<file path="src/rtl/rc4_stream_feeder.sv">
// Upstream sequencer for the rc4 core: key store, plaintext FIFO and the start/key/plaintext
// handshake sequencing, with HOLD on plaintext underrun.
module rc4_stream_feeder #(
    parameter int unsigned KEY_MAX  = 32,
    parameter int unsigned PT_DEPTH = 16,
    parameter int unsigned PT_AW    = 4
) (
    input  logic        CLK_IN,
    input  logic        RESET_N_IN,
    input  logic        KEY_WE_IN,
    input  logic [4:0]  KEY_ADDR_IN,
    input  logic [7:0]  KEY_DATA_IN,
    input  logic [5:0]  KEY_LEN_IN,
    input  logic [15:0] PT_LEN_IN,
    input  logic        GO_IN,
    input  logic        ABORT_IN,
    input  logic        PT_VALID_IN,
    input  logic [7:0]  PT_DATA_IN,
    output logic        PT_READY_OUT,
    output logic        BUSY_OUT,
    output logic        DONE_OUT,
    output logic        RC4_START_OUT,
    output logic        RC4_STOP_OUT,
    output logic        RC4_HOLD_OUT,
    output logic [7:0]  RC4_KEY_SIZE_OUT,
    output logic [7:0]  RC4_KEY_BYTE_OUT,
    output logic [7:0]  RC4_PLAIN_BYTE_OUT,
    input  logic        RC4_START_KEY_CPY_IN,
    input  logic        RC4_READ_PLAINTEXT_IN
);

    typedef enum logic [2:0] {
        StIdle,
        StStart,
        StWaitKcpy,
        StKey,
        StWaitPt,
        StPt,
        StDone
    } state_e;

    localparam logic [5:0]     KeyMaxLen = 6'(KEY_MAX);
    localparam logic [PT_AW:0] FullCount = (PT_AW + 1)'(PT_DEPTH);
    localparam logic [PT_AW:0] CountOne  = (PT_AW + 1)'(1);
    localparam logic [PT_AW-1:0] PtrOne  = PT_AW'(1);

    logic [7:0] key_mem [KEY_MAX];
    logic [7:0] pt_mem [PT_DEPTH];

    state_e      state_q, state_d;
    logic [5:0]  idx_q, idx_d;
    logic [15:0] rem_q, rem_d;
    logic [7:0]  key_size_q, key_size_d;
    logic [7:0]  key_byte_q, key_byte_d;
    logic [7:0]  plain_q, plain_d;
    logic        hold_q, hold_d;
    logic        stop_q, stop_d;

    logic [PT_AW-1:0] wr_ptr_q, rd_ptr_q;
    logic [PT_AW:0]   count_q;

    logic       push, pop, flush, pt_step, abort;
    logic [5:0] key_len_eff;

    assign key_len_eff = (KEY_LEN_IN == 6'd0 || KEY_LEN_IN > KeyMaxLen) ? KeyMaxLen : KEY_LEN_IN;
    assign abort       = ABORT_IN && (state_q != StIdle);
    // Full/empty come from the registered count, so a fresh push is never popped on the same edge.
    assign push        = PT_VALID_IN && (count_q != FullCount) && !flush;

    always_comb begin
        state_d    = state_q;
        idx_d      = idx_q;
        rem_d      = rem_q;
        key_size_d = key_size_q;
        key_byte_d = key_byte_q;
        plain_d    = plain_q;
        hold_d     = hold_q;
        stop_d     = 1'b0;
        pop        = 1'b0;
        flush      = 1'b0;
        pt_step    = 1'b0;

        unique case (state_q)
            StIdle: begin
                if (GO_IN && PT_LEN_IN != 16'd0) begin
                    key_size_d = {2'b00, key_len_eff};
                    rem_d      = PT_LEN_IN;
                    state_d    = StStart;
                end
            end
            StStart: state_d = StWaitKcpy;
            StWaitKcpy: begin
                if (RC4_START_KEY_CPY_IN) begin
                    key_byte_d = key_mem[0];
                    idx_d      = 6'd1;
                    state_d    = StKey;
                end
            end
            StKey: begin
                if (idx_q < key_size_q[5:0]) begin
                    key_byte_d = key_mem[idx_q[4:0]];
                    idx_d      = idx_q + 6'd1;
                end else begin
                    key_byte_d = 8'h00;
                    state_d    = StWaitPt;
                end
            end
            StWaitPt: begin
                if (RC4_READ_PLAINTEXT_IN) begin
                    pt_step = 1'b1;
                    state_d = StPt;
                end
            end
            StPt: begin
                if (rem_q == 16'd0) begin
                    plain_d = 8'h00;
                    hold_d  = 1'b0;
                    state_d = StDone;
                end else begin
                    pt_step = 1'b1;
                end
            end
            StDone: state_d = StIdle;
            default: state_d = StIdle;
        endcase

        if (pt_step) begin
            if (count_q != '0) begin
                pop     = 1'b1;
                plain_d = pt_mem[rd_ptr_q];
                hold_d  = 1'b0;
                rem_d   = rem_q - 16'd1;
            end else begin
                hold_d = 1'b1;
            end
        end

        if (abort) begin
            state_d    = StIdle;
            stop_d     = 1'b1;
            flush      = 1'b1;
            pop        = 1'b0;
            hold_d     = 1'b0;
            key_byte_d = 8'h00;
            plain_d    = 8'h00;
            idx_d      = 6'd0;
            rem_d      = 16'd0;
        end
    end

    always_ff @(posedge CLK_IN or negedge RESET_N_IN) begin
        if (!RESET_N_IN) begin
            state_q    <= StIdle;
            idx_q      <= 6'd0;
            rem_q      <= 16'd0;
            key_size_q <= 8'h00;
            key_byte_q <= 8'h00;
            plain_q    <= 8'h00;
            hold_q     <= 1'b0;
            stop_q     <= 1'b0;
        end else begin
            state_q    <= state_d;
            idx_q      <= idx_d;
            rem_q      <= rem_d;
            key_size_q <= key_size_d;
            key_byte_q <= key_byte_d;
            plain_q    <= plain_d;
            hold_q     <= hold_d;
            stop_q     <= stop_d;
        end
    end

    always_ff @(posedge CLK_IN or negedge RESET_N_IN) begin
        if (!RESET_N_IN) begin
            wr_ptr_q <= '0;
            rd_ptr_q <= '0;
            count_q  <= '0;
        end else if (flush) begin
            wr_ptr_q <= '0;
            rd_ptr_q <= '0;
            count_q  <= '0;
        end else begin
            if (push) wr_ptr_q <= wr_ptr_q + PtrOne;
            if (pop)  rd_ptr_q <= rd_ptr_q + PtrOne;
            unique case ({push, pop})
                2'b10:   count_q <= count_q + CountOne;
                2'b01:   count_q <= count_q - CountOne;
                default: count_q <= count_q;
            endcase
        end
    end

    // Storage arrays carry no reset; the key survives reset by design.
    always_ff @(posedge CLK_IN) begin
        if (push) pt_mem[wr_ptr_q] <= PT_DATA_IN;
        if (KEY_WE_IN && state_q == StIdle) key_mem[KEY_ADDR_IN] <= KEY_DATA_IN;
    end

    assign PT_READY_OUT       = (count_q != FullCount);
    assign BUSY_OUT           = (state_q != StIdle);
    assign DONE_OUT           = (state_q == StDone);
    assign RC4_START_OUT      = (state_q == StStart);
    assign RC4_STOP_OUT       = stop_q;
    assign RC4_HOLD_OUT       = hold_q;
    assign RC4_KEY_SIZE_OUT   = key_size_q;
    assign RC4_KEY_BYTE_OUT   = key_byte_q;
    assign RC4_PLAIN_BYTE_OUT = plain_q;

endmodule

</file>
<file path="config.mk">
export PLATFORM = sky130hd
export DESIGN_NAME = rc4_stream_feeder
export DESIGN_NICKNAME = d
export VERILOG_FILES = /design/src/rtl/rc4_stream_feeder.sv
export SDC_FILE = /design/constraint.sdc
export NUM_CORES = 1
export LEC_CHECK = 0
export CAP_MARGIN = 20
export CORE_UTILIZATION = 50
export CTS_BUF_LIST = sky130_fd_sc_hd__clkbuf_4 sky130_fd_sc_hd__clkbuf_8
export CTS_CLUSTER_DIAMETER = 50
export CTS_CLUSTER_SIZE = 28
export DETAILED_ROUTE_END_ITERATION = 12
export MAX_ROUTING_LAYER = met4
export PLACE_DENSITY = 0.68
export SETUP_SLACK_MARGIN = 0.2
export SLEW_MARGIN = 20
export SYNTH_ARGS = -nofsm -noshare
export SYNTH_HDL_FRONTEND = slang
export SYNTH_SLANG_ARGS = --single-unit
export TNS_END_PERCENT = 50
</file>
<file path="constraint.sdc">
create_clock -name CLK_IN -period 2.98 [get_ports CLK_IN]
set_clock_uncertainty 0.1 [all_clocks]
set_input_delay 0.596 -clock CLK_IN [delete_from_list [all_inputs] [get_ports CLK_IN]]
set_output_delay 0.596 -clock CLK_IN [all_outputs]
set_load 0.1 [all_outputs]
</file>
==> results of run 1 <==
==> layout make-up <==
cell class                 count  area share
antenna                        1    0.000117
clock buffer                  45      0.0284
clock inverter                31      0.0161
inverter                      19     0.00351
multi-input combinational    482       0.241
sequential                   446       0.612
tap                          461      0.0270
timing repair buffer         179      0.0726
==> cell usage in the layout (no fill, tap or decap), types with 12 or more instances in the layout <==
cell type / instances
nand2_1: 30
clkdlybuf4s50_1: 49
nand3_1: 15
mux4_2: 120
buf_4: 121
a22oi_1: 13
o21ai_0: 23
dfrtp_1: 57
edfxtp_1: 384
mux2i_1: 12
ha_1: 14
inv_1: 15
nor2_1: 72
clkbuf_8: 43
a21oi_1: 19
==> stage by stage <==
stage,util,area (um^2),instances,total power (uW),TNS [ns]
after floorplan,-,18500,1003,10700,-8.53
after global placement,0.566,20300,1582,12000,-0.246
after detailed placement,0.566,20300,1582,12000,-0.473
after CTS,0.594,21300,1661,16100,0
after global routing,0.596,21400,1663,16700,0
final,0.596,21400,1664,16100,0
==> flip-flops by register name, summed over array words and instances, names as in the netlist <==
signal	flops
key_mem	256
RC4_HOLD_OUT	1
rd_ptr_q	4
state_q	3
pt_mem	128
wr_ptr_q	4
RC4_KEY_SIZE_OUT	6
RC4_KEY_BYTE_OUT	8
idx_q	6
count_q	5
RC4_PLAIN_BYTE_OUT	8
RC4_STOP_OUT	1
rem_q	16
==> timing repair <==
action                     in CTS  in global routing
hold buffers                    1                  0
setup buffers                   2                  2
pin swaps                       2                  2
hold endpoints to repair       27                  0
setup endpoints to repair       2                 10
gates resized for setup         4                 16
==> per-layer routing <==
metal | wire, um | part of all wire | vias to the layer above | track usage
met5 | 0 | 0 | - | -
met4 | 873 | 0.023 | 0 | 0.0679
met3 | 2000 | 0.052 | 57 | 0.0355
met2 | 18300 | 0.48 | 275 | 0.330
met1 | 17000 | 0.45 | 5083 | 0.297
li1 | - | - | 4421 | -
==> critical path, delay by kind of cell (launching register included) <==
kind	cells	cell delay, ns
simple gates	3	1.32
flops	1	0.51
buf+inv	2	0.49
==> worst max-delay path by stage <==
stage	end	slack (ns)	cells after the start	from
after CTS	count_q[4]	0.21	14	rem_q[0]
after global routing	count_q[4]	0.13	14	rem_q[0]
final	key_mem[24][2]	0.26	5	state_q[1]
after floorplan	pt_mem[1][0]	-0.14	9	state_q[2]
after detailed placement	count_q[4]	-0.25	13	RC4_READ_PLAINTEXT_IN
after global placement	count_q[4]	-0.14	13	RC4_READ_PLAINTEXT_IN
==> cell families after synthesis <==
logic type	after synthesis	synth area share
and+or+nand+nor	196	0.0554
xor gates and xnor gates	9	0.00427
muxes	132	0.153
adders and majority gates	16	0.0107
buffers and inverters	75	0.0191
other	1	0.000203
DFF	446	0.709
AOI/OAI and AO/OA	127	0.0483
==> power breakdown <==
group,switching (uW),internal [uW],total (uW),leakage [uW]
combinational,2610,1750,4360,0.00237
sequential,458,7210,7670,0.00428
clock,2340,1720,4060,0.000486
total,5410,10700,16100,0.00714
==> metrics, run 1 <==
Max Cap Viol=0; Setup WS post-layout=0.256 ns; Commonest cells post-synth=384 x edfxtp_1, 120 x mux4_2, 75 x nor2_1; drt pass-1 iters=5; Final setup viols=0; DRT iter0 DRCs=704; outcome=finished, final reports clean; first-pass GRT wire length=59000 um; clk buf depth=3; # DRC=0; root buf cell=clkbuf_8; largest net degree at the start of global routing=69; min cycle time layout=2.72 ns; count of final max-slew check failures=0; GPL Wtd Cong=0.890; # nets final=1235; CP max stage delay=0.87 ns; pre-CTS setup slack=-0.254 ns; Hold Crit Class=flip-flop to flip-flop; Congestion Overflow GR=0; Area growth syn-to-layout=16.0%; vias in the first global route=9914; CTS tree=yes; worst-path cell chain=nor3_4 -> clkinvlp_4 -> or4b_2 -> nor2_1 -> buf_4; Fin. Hold Viols=0; Die Y=194 um; die extent in x=194 um; Mean Syn Cell Area=18.4 um^2; Warnings, synthesis=0; TritonCTS Sinks=446; CP max FO=8; measured slew at the worst slew-check pin=0.664 ns; # rows=69; Seq cells post-synth=446; core area=35900 um^2; vias=9836; Worst Reg-to-Reg Cells=5; PortBufs=78; leading area contributor after synthesis=edfxtp_1; cell with the most instances after synthesis=edfxtp_1; num ports=81; multi-input combinational cell area=5150 um^2; FMAX=367 MHz; Mapped Cells=1002; share of layout cells above drive strength 1=0.309; Crit path arrival time=2.94 ns; CP endpoint kind=flip-flop; RR Endpoint=key_mem[24][2]; vias per inst=5.91; CP required=3.19 ns; CP startpoint kind=flip-flop; Tcrit/Tclk final=0.914; Setup Crit Path Kind=flip-flop to flip-flop; worst hold slack=0.419 ns; DPL Wire Length=25200 um; Post-Synthesis Cell Area=18500 um^2; H-tree levels=2; register area share after synthesis=0.709; reg-to-reg critical path startpoint=state_q[1]; Hold Crit Depth=1; TritonCTS buffer count=41; Sequential cell area=13100 um^2; hold path endpoint=RC4_PLAIN_BYTE_OUT[4]; VDD IR max=0.907 mV; fillers=2620; R2R setup slack=0.26 ns; die area=37700 um^2; Routed Antenna Nets=0; Routed WL=38200 um; Post-synth EDFFs=384; slowest cell on the critical path=or4b_2; Starting Density=0.514; Hold Path Origin=RC4_PLAIN_BYTE_OUT[4]; Max-Slew Margin vs Limit=0.557; LEAKAGE=0.00714 uW; Reg clk slew, reported paths=0.10 ns; Unique masters post-synth=74; Tot GR Track Use=0.215; Synth top area share=0.625; Synth Flop Type=edfxtp_1; RSZ-0062 raised after global routing=yes; power per cell area=752 nW/um^2; initial antenna violation count=0; clk_lat worst skew=0.64 ns; wire length per cell=22.9 um; FFs w/ async S/R, synth=0.139; Synth area leaders=edfxtp_1 62%, mux4_2 15%, dfrtp_1 8.4%
No activity file was read; power rests on OpenSTA's default activity.
==> run 2: changes to the inputs <==
--- a/config.mk
+++ b/config.mk
@@ -14,6 +14,7 @@
 export MAX_ROUTING_LAYER = met4
 export PLACE_DENSITY = 0.68
 export SETUP_SLACK_MARGIN = 0.2
+export SKIP_LAST_GASP = 1
 export SLEW_MARGIN = 20
 export SYNTH_ARGS = -nofsm -noshare
 export SYNTH_HDL_FRONTEND = slang
==> results of run 2 <==
Same layout as run 1: the final DEF is identical, and so are final timing and power.
